File: src/rtl/nos_mode_sequencer_pkg.sv
// Stream-format types and format-to-clock mapping helpers for the NOS mode sequencer.
package common;

    typedef enum logic {REF_x44 = 1'b0, REF_x48 = 1'b1} Reference;
    typedef enum logic [1:0] {x1 = 2'd0, x2 = 2'd1, x4 = 2'd2, x8 = 2'd3} BITRATE;
    typedef enum logic [1:0] {b16 = 2'd0, b24 = 2'd1, b32 = 2'd2} BITNUM;
    typedef enum logic [1:0] {MCLK_1024fs = 2'd0, MCLK_512fs = 2'd1, MCLK_256fs = 2'd2} MCLK;
    typedef enum logic {NOS16 = 1'b0, NOS24 = 1'b1} NOS_BITNUM;

    typedef enum logic [2:0] {MUTED, MUTING, SWITCH, SETTLE, RUN, ERR} SEQ_STATE;

    // 'ref' is a reserved word, so the reference family field is called fam.
    typedef struct packed {
        Reference fam;
        BITRATE   rate;
        BITNUM    bits;
    } STREAM_FMT;

    localparam STREAM_FMT RESET_FMT = '{fam: REF_x48, rate: x1, bits: b24};

    function automatic MCLK rate_to_mclk(input BITRATE rate);
        case (rate)
            x2:      return MCLK_512fs;
            x4:      return MCLK_256fs;
            default: return MCLK_1024fs;  // x8 never reaches SWITCH
        endcase
    endfunction

    // The NOS interface tops out at 24 bits; 32-bit words are truncated.
    function automatic NOS_BITNUM bits_to_nos(input BITNUM bits);
        if (bits == b16) begin
            return NOS16;
        end
        return NOS24;
    endfunction

endpackage

File: src/rtl/nos_mode_sequencer_seq_timer.sv
// Loadable down-counter with terminal-count flag, shared by the MUTING and SETTLE phases.
module seq_timer #(
    parameter int W = 4
) (
    input  logic         clk,
    input  logic         rst,
    input  logic         load,
    input  logic [W-1:0] load_value,
    output logic         tc
);

    logic [W-1:0] count_reg;
    logic [W-1:0] count_eff;

    // The load value is visible in the same cycle it is presented, so a
    // phase of N cycles is loaded with N-1 and N=1 terminates immediately.
    assign count_eff = load ? load_value : count_reg;
    assign tc        = (count_eff == '0);

    always_ff @(posedge clk or posedge rst) begin
        if (rst) begin
            count_reg <= '0;
        end else if (tc) begin
            count_reg <= '0;
        end else begin
            count_reg <= count_eff - W'(1);
        end
    end

endmodule

File: src/rtl/nos_mode_sequencer.sv
// Sequences mute / clock switch / DAC reset / unmute on every stream-format change.
module nos_mode_sequencer
    import common::*;
#(
    parameter int MUTE_CYCLES   = 1024,
    parameter int SETTLE_CYCLES = 4096
) (
    input  logic      clk,
    input  logic      rst,
    input  logic      lock,
    input  logic      fmt_valid,
    input  Reference  fmt_ref,
    input  BITRATE    fmt_rate,
    input  BITNUM     fmt_bits,
    output logic      mute,
    output logic      dac_rst,
    output Reference  ref_sel,
    output MCLK       mclk_sel,
    output NOS_BITNUM nos_bits,
    output logic      fmt_err,
    output logic      running
);

    localparam int MAX_CYCLES = (MUTE_CYCLES > SETTLE_CYCLES) ? MUTE_CYCLES : SETTLE_CYCLES;
    localparam int CW         = $clog2(MAX_CYCLES + 1);

    SEQ_STATE  state_reg;
    STREAM_FMT pend_reg;
    STREAM_FMT applied_reg;
    STREAM_FMT fmt_in;
    logic      pend_v_reg;
    logic      tmr_load_reg;
    logic      tmr_tc;
    logic [CW-1:0] tmr_value;
    logic      fmt_new;

    logic      mute_reg;
    logic      dac_rst_reg;
    Reference  ref_sel_reg;
    MCLK       mclk_sel_reg;
    NOS_BITNUM nos_bits_reg;
    logic      fmt_err_reg;
    logic      running_reg;

    assign fmt_in    = '{fam: fmt_ref, rate: fmt_rate, bits: fmt_bits};
    assign fmt_new   = fmt_valid && (fmt_in != applied_reg);
    assign tmr_value = (state_reg == SETTLE) ? CW'(SETTLE_CYCLES - 1) : CW'(MUTE_CYCLES - 1);

    seq_timer #(
        .W(CW)
    ) u_timer (
        .clk        (clk),
        .rst        (rst),
        .load       (tmr_load_reg),
        .load_value (tmr_value),
        .tc         (tmr_tc)
    );

    // Losing lock discards any reported format, even one arriving this cycle.
    always_ff @(posedge clk or posedge rst) begin
        if (rst) begin
            pend_v_reg <= 1'b0;
            pend_reg   <= RESET_FMT;
        end else if (!lock) begin
            pend_v_reg <= 1'b0;
        end else if (fmt_valid) begin
            pend_v_reg <= 1'b1;
            pend_reg   <= fmt_in;
        end
    end

    always_ff @(posedge clk or posedge rst) begin
        if (rst) begin
            state_reg    <= MUTED;
            applied_reg  <= RESET_FMT;
            tmr_load_reg <= 1'b0;
            mute_reg     <= 1'b1;
            dac_rst_reg  <= 1'b1;
            ref_sel_reg  <= REF_x48;
            mclk_sel_reg <= MCLK_1024fs;
            nos_bits_reg <= NOS24;
            fmt_err_reg  <= 1'b0;
            running_reg  <= 1'b0;
        end else begin
            tmr_load_reg <= 1'b0;
            if (!lock && state_reg != MUTED && state_reg != MUTING) begin
                // dac_rst keeps its value so the output can decay before reset.
                state_reg    <= MUTING;
                tmr_load_reg <= 1'b1;
                mute_reg     <= 1'b1;
                fmt_err_reg  <= 1'b0;
                running_reg  <= 1'b0;
            end else begin
                case (state_reg)
                    MUTED, MUTING: begin
                        if (state_reg == MUTED || tmr_tc) begin
                            if (lock && pend_v_reg) begin
                                if (pend_reg.rate == x8) begin
                                    state_reg   <= ERR;
                                    dac_rst_reg <= 1'b1;
                                    fmt_err_reg <= 1'b1;
                                end else begin
                                    state_reg <= SWITCH;
                                end
                            end else begin
                                state_reg   <= MUTED;
                                dac_rst_reg <= 1'b1;
                            end
                        end
                    end
                    SWITCH: begin
                        state_reg    <= SETTLE;
                        tmr_load_reg <= 1'b1;
                        applied_reg  <= pend_reg;
                        ref_sel_reg  <= pend_reg.fam;
                        mclk_sel_reg <= rate_to_mclk(pend_reg.rate);
                        nos_bits_reg <= bits_to_nos(pend_reg.bits);
                        dac_rst_reg  <= 1'b1;
                    end
                    SETTLE: begin
                        if (fmt_valid && fmt_rate == x8) begin
                            state_reg   <= ERR;
                            fmt_err_reg <= 1'b1;
                        end else if (fmt_new) begin
                            state_reg <= SWITCH;
                        end else if (tmr_tc) begin
                            state_reg   <= RUN;
                            mute_reg    <= 1'b0;
                            dac_rst_reg <= 1'b0;
                            running_reg <= 1'b1;
                        end
                    end
                    RUN: begin
                        if (fmt_new) begin
                            state_reg    <= MUTING;
                            tmr_load_reg <= 1'b1;
                            mute_reg     <= 1'b1;
                            running_reg  <= 1'b0;
                        end
                    end
                    ERR: begin
                        if (fmt_valid && fmt_rate != x8) begin
                            state_reg   <= SWITCH;
                            fmt_err_reg <= 1'b0;
                        end
                    end
                    default: begin
                        state_reg   <= MUTED;
                        mute_reg    <= 1'b1;
                        dac_rst_reg <= 1'b1;
                        running_reg <= 1'b0;
                    end
                endcase
            end
        end
    end

    assign mute     = mute_reg;
    assign dac_rst  = dac_rst_reg;
    assign ref_sel  = ref_sel_reg;
    assign mclk_sel = mclk_sel_reg;
    assign nos_bits = nos_bits_reg;
    assign fmt_err  = fmt_err_reg;
    assign running  = running_reg;

endmodule

File: config.mk
export PLATFORM = sky130hd
export DESIGN_NAME = nos_mode_sequencer
export DESIGN_NICKNAME = d
export VERILOG_FILES = /design/src/rtl/nos_mode_sequencer_pkg.sv /design/src/rtl/nos_mode_sequencer_seq_timer.sv /design/src/rtl/nos_mode_sequencer.sv
export SDC_FILE = /design/constraint.sdc
export NUM_CORES = 1
export LEC_CHECK = 0
export ABC_AREA = 1
export CORE_ASPECT_RATIO = 1.25
export CORE_MARGIN = 2
export CORE_UTILIZATION = 58
export CTS_CLUSTER_DIAMETER = 60
export DETAILED_ROUTE_END_ITERATION = 8
export HOLD_SLACK_MARGIN = 0.08
export PLACE_DENSITY_LB_ADDON = 0.1
export SLEW_MARGIN = 20
export SYNTH_ARGS = -nofsm -noshare
export SYNTH_HDL_FRONTEND = slang
export SYNTH_SLANG_ARGS = --single-unit
export TNS_END_PERCENT = 100
File: constraint.sdc
create_clock -name clk -period 2.62 [get_ports clk]
set_clock_uncertainty 0.05 [all_clocks]
set_input_delay 0.262 -clock clk [delete_from_list [all_inputs] [get_ports clk]]
set_output_delay 0.262 -clock clk [all_outputs]
set_load 0.01 [all_outputs]
* Word-level counts from Yosys, hierarchy flattened *
Cells that the tools add are included.
W data, S select, Z words.

word-level totals
  flip-flop bits (word level) = 35
  input bits = 9
  output and inout bits = 8
  logic and storage cells = 116

cells by class
  $add $sub $neg = 1
  equal/unequal tests = 29
  muxes and demuxes = 46
  bitwise gates (word level) = 2
  reductions and logical operators = 22

operator list
  cell                     number
  $mux W1                  27
  $mux W3                  9
  $mux W13                 2
  $ne A3 B3 Y1 const B     7
  $pmux W3 S5              1
  $logic_not A13 Y1        1
  $sub A13 B1 Y13 const B  1
  $mux W12                 1
  $pmux W1 S3              4
  $ne A2 B2 Y1 const B     5
  $reduce_and A7 Y1        1
  $eq A2 B2 Y1 const B     3
  $eq A3 B2 Y1 const B     2
  $eq A3 B3 Y1 const B     2
  $logic_and A1 B1 Y1      6
  $ne A3 B1 Y1 const B     2
  $ne A3 B2 Y1 const B     2
  $reduce_and A6 Y1        1
  $ne A5 B3 Y1 const B     1
  $ne A5 B5 Y1             1
  $reduce_and A5 Y1        1
  $ne A2 B1 Y1 const B     2
  $pmux W2 S2              1
  $reduce_and A2 Y1        2
  13 further kinds         15

* Logic depth before layout (Yosys ltp) *
Gate-level depths: netlist of run 1.

  depth after elaboration = 9
  depth in mapped cells = 14
  depth with buffers taken out = 13

* Hierarchy *
Synthesis of run 1 repeated with hierarchy kept, for this count alone.

second synthesis, totals
  cells, all modules = 337
  area, all modules = 2293.4 sq um

by module, submodules not included
  module              instances  cells each  area an instance (sq um)  sequential area each (sq um)
  nos_mode_sequencer  1          166         1197.4                    559.3
  seq_timer           1          171         1096.1                    325.3

* Worst setup path before layout of run 1 *
No wires, ideal clock.

  path type = register to register
  from = reg tmr_load_reg
  to = reg running_reg (netlist: running)
  library setup time = 0.117 ns
  arrival time = 1.765 ns
  data required time = 2.453 ns
  path slack = 0.688 ns
  stages on the path, launching flop included = 15
  path buffers = 1
  clock period less this slack = 1.932 ns
  path through = dfrtp_1 > buf_6 > nor2_1 > ha_1 > inv_1 > nor2_1 > nand4_4 > nor2_4 > nand2_4 > nand3_2 > nand2_2 > nor2_4 > nand2_2 > nand2_1 > nand2_1

on the way
  word-level cells in the longest chain between the ends = 4

RTL lines
  item                         line                                RTL
  start: declaration           nos_mode_sequencer.sv:32            logic tmr_load_reg;
  start signal: assignment     nos_mode_sequencer.sv:76            tmr_load_reg <= 1'b0;
  start signal: assignment     nos_mode_sequencer.sv:85            tmr_load_reg <= 1'b0;
  start signal: assignment     nos_mode_sequencer.sv:89            tmr_load_reg <= 1'b1;
  $mux W13                     nos_mode_sequencer_seq_timer.sv:17  assign count_eff = load ? load_value : count_reg;
  $logic_not A13 Y1            nos_mode_sequencer_seq_timer.sv:18  assign tc = (count_eff == '0);
  $ne A3 B2 Y1 (no line)       n/a
  $reduce_and A5 Y1 (no line)  n/a
  end signal: assignment       nos_mode_sequencer.sv:83            running_reg <= 1'b0;
  end signal: assignment       nos_mode_sequencer.sv:92            running_reg <= 1'b0;
  end signal: assignment       nos_mode_sequencer.sv:130           running_reg <= 1'b1;
  end: declaration             nos_mode_sequencer.sv:43            logic running_reg;

No other way between the ends.
A chain may end at the register's enable or synchronous reset.

* Worst setup path after layout of run 1 *
  from = reg tmr_load_reg
  to = reg fmt_err_reg (netlist: fmt_err)

on the way
  word-level cells in the longest chain between the ends = 5

RTL lines
  item                         line                                RTL
  $mux W13                     nos_mode_sequencer_seq_timer.sv:17
  $logic_not A13 Y1            nos_mode_sequencer_seq_timer.sv:18
  $logic_or A1 B1 Y1           nos_mode_sequencer.sv:96            if (state_reg == MUTED || tmr_tc) begin
  $ne A3 B3 Y1 (no line)       n/a
  $reduce_and A6 Y1 (no line)  n/a
  end signal: assignment       nos_mode_sequencer.sv:91            fmt_err_reg <= 1'b0;
  end signal: assignment       nos_mode_sequencer.sv:101           fmt_err_reg <= 1'b1;
  end signal: assignment       nos_mode_sequencer.sv:123           fmt_err_reg <= 1'b1;
  end: declaration             nos_mode_sequencer.sv:42            logic fmt_err_reg;

No other way between the ends.

==> results of run 1 <==
-- worst max path at each step --
stage | start | to | slack, ns | depth (start not counted)
2_1_floorplan | tmr_load_reg | running | 0.69 | 14
3_3_place_gp | fmt_rate[0] | state_reg[1] | 0.61 | 10
3_5_place_dp | fmt_rate[0] | state_reg[1] | 0.60 | 10
4_1_cts | tmr_load_reg | running | 0.63 | 13
5_1_grt | tmr_load_reg | u_timer.count_reg[8] | 0.39 | 9
6_report | tmr_load_reg | fmt_err | 0.64 | 11
-- Yosys cell counts, types with 4 or more instances --
master and number:
nand2_1 62, nor2_1 34, dfrtp_1 28, inv_1 25, nand3_1 12, o21ai_0 11
xor2_1 9, nand2_2 8, nand4_1 8, dfstp_2 7, nor3_1 7, a21oi_1 5
inv_2 5, nor2_4 5, nor2_2 4
-- power by group --
part / internal, mW / switching (mW) / total, mW
sequential: 0.762 / 0.155 / 0.918
clock: 0.187 / 0.198 / 0.384
combinational: 0.471 / 0.695 / 1.17
-- metal layers --
layer / global-route usage [%] / vias to the layer above / routed length, microns
li1: - / 870 / -
met1: 28.59 / 823 / 1845
met2: 40.66 / 38 / 2203
met3: 4.753 / 10 / 141
met4: 10.59 / 0 / 100
met5: 0 / - / 0
-- layout make-up --
cell class                 instances  area [sq um]
inverter                          30         112.6
fill                             302          1096
multi-input combinational        190          1085
clock inverter                     1         5.005
clock buffer                       7         76.32
tap                               39         48.80
sequential                        35         884.6
timing repair buffer              18         175.2
-- worst max-delay path, cell delays in order (launching register included) --
cell     delay (ns)
dfrtp_1        0.46
nor2_1         0.19
ha_1           0.19
inv_1          0.04
nor2_1         0.19
nand4_4        0.13
nor2_4         0.12
nand2_4        0.07
a21oi_4        0.19
nand2_1        0.11
nand2_1        0.08
o21ai_2        0.05
-- per-stage QoR --
stage	cells	hold slack, ns
final	320	0.3078
after global routing	320	0.3839
after CTS	320	0.3316
after detailed placement	312	0.4057
after global placement	312	0.4020
after floorplan	256	0.3434
-- kinds of logic (layout without fill, tap and decap cells) --
| kind of cell | Yosys count | after routing | synth area share (%) |
|---|---|---|---|
| simple gates | 154 | 154 | 39.09 |
| fa+ha+maj | 2 | 2 | 1.195 |
| xor+xnor | 11 | 11 | 4.603 |
| compound gates | 22 | 22 | 6.395 |
| flops | 35 | 35 | 42.26 |
| mux | 1 | 1 | 0.5379 |
| buf+inv | 31 | 56 | 5.918 |
==> results.md, run 1 <==
- Final core area utilization: 68.53%
- Worst-margin pin slew: 0.6022 ns
- IO Count: 17
- Yosys reg bits: 35
- Crit path capture type: flop
- Post-route cell area: 0.002387 sq mm
- CTS buffer count: 5
- First-pass GRT wire length: roughly 7600 microns
- DP Area: approximately 0.0023 sq mm
- DRT Pass-1 Iters: 4
- Sequential share of the synthesized area: 42.26%
- Via count: 1,741
- Max Slew Vio Count: 0
- Max reg flops: 13
- Main synth FF type: dfrtp_1
- Clk slew on worst S/H paths: 0.07 ns
- Async SR Flop Fraction: 100.0%
- Routed wire length per instance: 13.41 microns
- GR Overflow Total: 0
- CP arrival: around 2.1 ns
- P&R area growth vs syn: 14.05%
- Post-synth top area cell: dfrtp_1
- Setup TNS: 0 ns
- Post-CTS setup buffer count: 0
- Pwr Total: 2.468 mW
- Max FO, Critical Path: 6
- Synth top area cells: dfrtp_1, nand2_1, dfstp_2
- Commonest non-fill, non-tap cell in the layout: nand2_1
- Final Hold Vio Count: 0
- Worst min-delay path class: input port to asynchronous set/reset pin
- Status: complete, no violations
- Final HPWL DP: 3252 microns
- Mean Syn Cell Area: 8.177 sq um
- Final wirelength: between 4000 and 5000 microns
- Worst slew margin: 59.70%
- Share of layout cells above drive strength 1: 18.51%
- CTS root buffer: clkbuf_8
- Final setup viols: 0
- Starting Density: between 60% and 70%
- Post-Place Worst Slack: 0.5965 ns
- Final period util: 75.70%
- Clk_lat worst skew: 0.29 ns
- Min Tclk post-route: 1.983 ns
- Reg2reg setup slack: about 0.64 ns
- Largest net degree at the start of global routing: 36
- I/O Buffers: 16
- Most frequent cells in the layout: nand2_1, nor2_1, dfrtp_1
- GPL Wtd Cong: ~0.87
- Worst setup margin: about 0.64 ns
- Post-layout nets: 291
- Fmax: a little over 0.5 GHz
- Cell area after synthesis: 0.002093 sq mm
- CTS tree: built
- Antenna violations before repair: 0
- DRC: 0
- # hold bufs at CTS: 0
- Syn_nets: 267
- GRT Overall Usage: about a quarter
- Count of flip-flops with a built-in enable after synthesis: 0
- Required time of the worst setup path: about 2.8 ns
- Post-route ant nets: 0
- Die X: 57.74 microns
- Path depth of the worst reg2reg path: 11
- Worst Setup Path Type: flop to flop
- P per Cell Area: 1034 mW/mm^2
- Post-synth top area share: 33.47%
- Row count: 24
- Die Y: 71.17 microns
- Reg2reg start: tmr_load_reg
- Peak supply drop: just under 0.7 mV
- Core area: 0.003483 sq mm
- Leakage power: 1.097 nW
- N_diodes: 0
- Yosys cell types: 34
- Initial DRC count: 55
- H-tree Lvls: 2
- Ys Warns: 0
- Number of gates resized after cts: 0
- RSZ-0062 raised after global routing: no
- Reg-to-reg endpoint: fmt_err
- Clock sink count: 35
- Max_cap viols: 0
- CTS max path bufs: 2
- Vias in the first global route: 1,719
- CP Launch Type: flop
- Die ar.: 0.004109 sq mm
- Mapped Cells: 256
- Vias per cell: roughly 5.4
(Power assumes the default switching activity.)
==> run 2: changes to the inputs <==
CORE_UTILIZATION = 52   (was 58)
clock period = 1.7 ns   (was 2.62 ns; I/O delays follow)
==> run 2 against run 1 <==
Net effect: the flow now finishes with violations (negative setup slack); hold slack lost 0.085 ns; maximum frequency grew 8.9%; clock power grew 130%; core utilization grew 5.8 points; global-route usage grew 0.73 points; critical path depth shrank 1; die area grew 11%; critical endpoint is now u_timer.count_reg[12]; largest cell class unchanged; largest power group unchanged; highest routed layer unchanged.
==> results.md, run 2 (synthesized netlist as in run 1, its figures left out) <==
- Vias per cell: 5.148
- IO Count: 17
- Worst setup margin: -0.1215 ns
- Core area: 0.003816 sq mm
- Post-route ant nets: 0
- Peak supply drop: ~1.0 mV
- H-tree Lvls: 2
- Via count: roughly 1,900
- Sw Ratio: 39.35%
- Cell Int Power: 2.871 mW
- Min Tclk post-route: 1.822 ns
- Vias in the first global route: about 1,900
- Max_cap viols: 0
- First-pass GRT wire length: roughly 8000 microns
- Die ar.: between 0.004 and 0.005 sq mm
- Reg-to-reg endpoint: u_timer.count_reg[12]
- CTS buffer count: 5
- Worst slew margin: 70.38%
- Largest stage delay, worst path: 0.48 ns
- N_diodes: 0
- Worst-margin pin slew: 0.4443 ns
- Path depth of the worst reg2reg path: 10
- Clk slew on worst S/H paths: 0.08 ns
- DRT Pass-1 Iters: 4
- P&R area growth vs syn: 35.45%
- GR Overflow Total: 0
- # hold bufs at CTS: 0
- Final HPWL DP: 3481 microns
- Failing checks: negative setup slack
- Die Y: 74.94 microns
- Commonest non-fill, non-tap cell in the layout: nand2_1
- Row count: 25
- Leakage power: about 1.3 nW
- GRT Overall Usage: approximately 25%
- Clk_lat worst skew: 0.29 ns
- CP endpoint: u_timer.count_reg[12]
- Final wirelength: 4885 microns
- Clock share of power: about a fifth
- Share of layout cells above drive strength 1: 33.12%
- Crit path capture type: flop
- Die X: 60.75 microns
- Initial DRC count: 88
- Max FO, Critical Path: 6
- Final core area utilization: between 70 and 80%
- DRC: 0
- Post-layout nets: 327
- Worst min-delay path class: input port to asynchronous set/reset pin
- Antenna violations before repair: 0
- I/O Buffers: 16
- Max Slew Vio Count: 0
- GPL Wtd Cong: 0.9160
- Fmax: 0.5490 GHz
- Combinational Power Share: 51.4%
- RSZ-0062 raised after global routing: yes
- Final setup viols: 11
- Worst Setup Path Type: flop to flop
- Crit-path slowest cell: dfrtp_2
- Final Hold Vio Count: 0
- Reg2reg start: tmr_load_reg
- Post-route cell area: 0.002835 sq mm
- Switching power: 1.862 mW
- CTS tree: built
- Largest net degree at the start of global routing: 36
- Status: finished, violations left
- Routed wire length per instance: 13.17 microns
- P per Cell Area: 1669 mW/mm^2
- CTS max path bufs: 2
- Fin Hold WS: 0.2230 ns
- DP Area: 0.002618 sq mm
- Setup TNS: -0.5821 ns
- Crit path cell chain: nor2_4, buf_4, buf_6, ha_4, nand2_2, nor3_4, nand3_2, nor2_2, xor2_1, nor2_1
- Required time of the worst setup path: 1.83 ns
- CP Launch Type: flop
- Max reg flops: 13
- Crit path launch: tmr_load_reg
- Clock sink count: 35
- Most frequent cells in the layout: nand2_1, buf_4, nor2_1
- Pwr Total: roughly 4.7 mW
- Final period util: 107.1%
- CTS root buffer: clkbuf_8
- Flop pwr share: 29.7%
- CP arrival: 1.95 ns
- Starting Density: 54.85%
- Reg2reg setup slack: -0.12 ns
## run 2: changes by cell type in the layout (fill, tap and decap cells not counted), sizes merged
cell	before	now
buf	2	37
clkinv	1	0
nor2	43	44
clkbuf	7	6
bufinv	0	2
## run 2: critical path, delay by kind of cell, from the launching register on
kind                     cells  cell delay, ns
flip-flops                   1            0.48
AND/OR/NAND/NOR              6            0.68
buffers and inverters        2            0.22
adder cells (fa/ha/maj)      1            0.13
XOR/XNOR                     1            0.15
## run 2: how the worst min path moves through the flow
stage	from	depth (start not counted)	to
after global placement	mute	2	mute
after global routing	rst	3	u_timer.count_reg[1]
after detailed placement	mute	2	mute
after CTS	rst	3	u_timer.count_reg[0]
after floorplan	fmt_bits[0]	2	pend_reg[0]
final	rst	3	u_timer.count_reg[0]
## run 2: layout make-up
type	instances	area [sq um]
flip-flops and latches	35	885.9
fillers	300	980.9
multi-input cells	191	1179
clock inverters	2	60.06
well taps	54	67.56
inverters	30	112.6
clock buffers	6	72.57
repair buffers	53	457.9
## run 2: what timing repair did
action | 4_1_cts | 5_1_grt
buffers inserted | 1 | 1
gates resized for setup | 7 | 8
pin swaps | 13 | 11
setup endpoints to repair | 18 | 20
cloned | 1 | 0
## run 2: power groups by stage
stage | Combinational, mW | Clock [mW] | Sequential [mW]
after floorplan | 1.38 | 0 | 1.43
after global placement | 2.21 | 0 | 1.40
after detailed placement | 2.22 | 0 | 1.41
after CTS | 2.32 | 0.914 | 1.40
after global routing | 2.68 | 0.939 | 1.44
final | 2.43 | 0.897 | 1.40
## run 2: through the flow
step	cells	worst slack [ns]
4_1_cts	370	-0.09504
6_report	371	-0.1215
3_5_place_dp	360	-0.1990
2_1_floorplan	256	-0.1316
5_1_grt	371	-0.1996
3_3_place_gp	360	-0.1997
## run 2: per-layer routing
| layer | global-route usage, % | up-vias | wire length [microns] |
|---|---|---|---|
| met5 | 0 | - | 0 |
| met4 | 10.63 | 0 | 114 |
| met3 | 5.155 | 15 | 211 |
| met2 | 42.77 | 52 | 2565 |
| met1 | 28.76 | 898 | 1993 |
| li1 | - | 945 | - |
==> run 3: changes to the inputs <==
RECOVER_POWER = 25   (was not set)
==> run 3 against run 2 <==
Net effect: the flow still finishes with violations (negative setup slack); cell count unchanged; register-to-register slack about the same; combinational power about the same; maximum frequency about the same; core utilization decreased by 0.066 points; sequential cell count unchanged; final area about the same; sequential share of layout area about the same; routed wire length decreased by 0.10%; total power about the same; largest cell class unchanged.
==> results.md, run 3 (synthesized netlist as in run 1, its figures left out) <==
- Worst min-delay path class: flop to flop
- Worst setup margin: -0.1215 ns
- Area of the multi-input gates: 0.001179 sq mm
- CTS root buffer: clkbuf_8
- Post-layout nets: 327
- Routed wire length per instance: roughly 13 microns
- GR Overflow Total: 0
- Row count: 25
- I/O Buffers: 16
- Commonest non-fill, non-tap cell in the layout: nand2_1
- Most frequent cells in the layout: nand2_1, buf_4, nor2_1
- Fillers: 299
- Crit path capture type: flop
- Fmax: ~0.55 GHz
- Worst-margin pin slew: 0.8711 ns
- Final Hold Vio Count: 0
- Post-route ant nets: 0
- Clock sink count: 35
- P per Cell Area: 1670 mW/mm^2
- Final setup viols: 11
- Placed Instances: 360
- Core area: 0.003816 sq mm
- CTS tree: built
- Via count: 1,911
- IO Count: 17
- CTS buffer count: 5
- # hold bufs at CTS: 0
- Sw Ratio: 39.36%
- Worst Setup Path Type: flop to flop
- Post-route cell area: 0.002833 sq mm
- GRT Overall Usage: 24.54%
- Peak supply drop: 1.020 mV
- Final period util: 107.1%
- DRT Pass-1 Iters: 4
- P&R area growth vs syn: 35.33%
- Crit-path leading delay family: simple AND/OR/NAND/NOR gates
- Vias in the first global route: 1,857
- CP Launch Type: flop
- Max_cap viols: 0
- Crit-path slowest cell: dfrtp_2
- RSZ-0062 raised after global routing: yes
- Largest stage delay, worst path: 0.48 ns
- Worst slew margin: 41.93%
- Final HPWL DP: 3481 microns
- Final wirelength: between 4000 and 5000 microns
- Largest net degree at the start of global routing: 36
- Required time of the worst setup path: 1.83 ns
- Crit path cell chain: nor2_4, buf_4, buf_6, ha_4, nand2_2, nor3_4, nand3_2, nor2_2, xor2_1, nor2_1
- Max Slew Vio Count: 0
- Max FO, Critical Path: 6
- N_diodes: 0
- Final Non-Filler Cells: 371
- Initial DRC count: 88
- Leakage power: 1.301 nW
- DP Area: 0.002618 sq mm
- First-pass GRT wire length: between 8000 and 9000 microns
- Min Tclk post-route: around 1.8 ns
- Vias per cell: 5.151
- Die ar.: between 0.004 and 0.005 sq mm
- Pwr Total: 4.731 mW
- Clk slew on worst S/H paths: 0.08 ns
- Antenna violations before repair: 0
- Fin Hold WS: 0.4125 ns
- GPL Wtd Cong: 0.9160
- WP buf/inv: 2
- Clk_lat worst skew: 0.29 ns
- Switching power: 1.862 mW
- Status: finished, violations left
- Die X: ~60 microns
- Flop pwr share: approximately 30%
- Failing checks: negative setup slack
- Share of layout cells above drive strength 1: about a third
- Combinational Power Share: 51.4%
- Sequential Area: 885.9 sq um
- CTS max path bufs: 2
- Cell Int Power: 2.869 mW
- Die Y: 74.94 microns
- Starting Density: 54.85%
- H-tree Lvls: 2
- CP arrival: 1.95 ns
- Max reg flops: 13
- DRC: 0
- Clock share of power: a little under a fifth
-- run 3: cell types whose count changed in the layout (fill, tap and decap cells not counted) --
cell / previous run / this run
clkdlybuf4s50_1: 16 / 15
dlygate4sd3_1: 0 / 1
clkbuf_2: 0 / 1
buf_4: 34 / 33
-- run 3: path summary, 6_finish.rpt --
| check | cells past startpoint | slack [ns] | startpoint | endpoint |
|---|---|---|---|---|
| setup / recovery | 10 | -0.12 | tmr_load_reg | u_timer.count_reg[12] |
| hold / removal | 2 | 0.41 | mute | mute |
| setup reg to reg | 10 | -0.12 | tmr_load_reg | u_timer.count_reg[12] |
| hold reg to reg | 2 | 0.41 | mute | mute |
| max in group asynchronous | 3 | 0.49 | rst | tmr_load_reg |
| min in group asynchronous | 3 | 0.52 | rst | u_timer.count_reg[0] |
-- run 3: through the flow --
stage	utilization, %	setup WS, ns	setup TNS [ns]
2_1_floorplan	-	-0.1316	-0.5736
3_3_place_gp	68.59	-0.1997	-1.120
3_5_place_dp	68.59	-0.1990	-1.689
4_1_cts	73.18	-0.09504	-0.5815
5_1_grt	74.23	-0.1996	-1.943
6_report	74.23	-0.1215	-0.5824
-- run 3: layout make-up --
type / count / area share, %
multi-input cells: 191 / 41.61
flip-flops and latches: 35 / 31.27
repair buffers: 53 / 16.08
inverters: 30 / 3.975
clock buffers: 6 / 2.562
well taps: 54 / 2.385
clock inverters: 2 / 2.120
-- run 3: timing repair --
item | 4_1_cts | 5_1_grt
resized for setup | 7 | 8
setup endpoints to repair | 18 | 20
cloned | 1 | 0
pin swaps | 13 | 11
buffers inserted | 1 | 1
-- run 3: worst min-delay path, delay by kind of cell, from the launching register on --
kind / cells / cell delay, ns
flip-flops: 1 / 0.37
AND/OR/NAND/NOR: 2 / 0.09
-- run 3: routing by layer --
layer	track usage (%)	wire, microns
met5	0	0
met4	10.63	114
met3	5.155	211
met2	42.77	2566
met1	28.76	1989
-- run 3: power groups by stage --
stage / logic, mW / registers, mW / clock network, mW
after floorplan: 1.38 / 1.43 / 0
after global placement: 2.21 / 1.40 / 0
after detailed placement: 2.22 / 1.41 / 0
after CTS: 2.32 / 1.40 / 0.914
after global routing: 2.68 / 1.44 / 0.939
final: 2.43 / 1.40 / 0.897
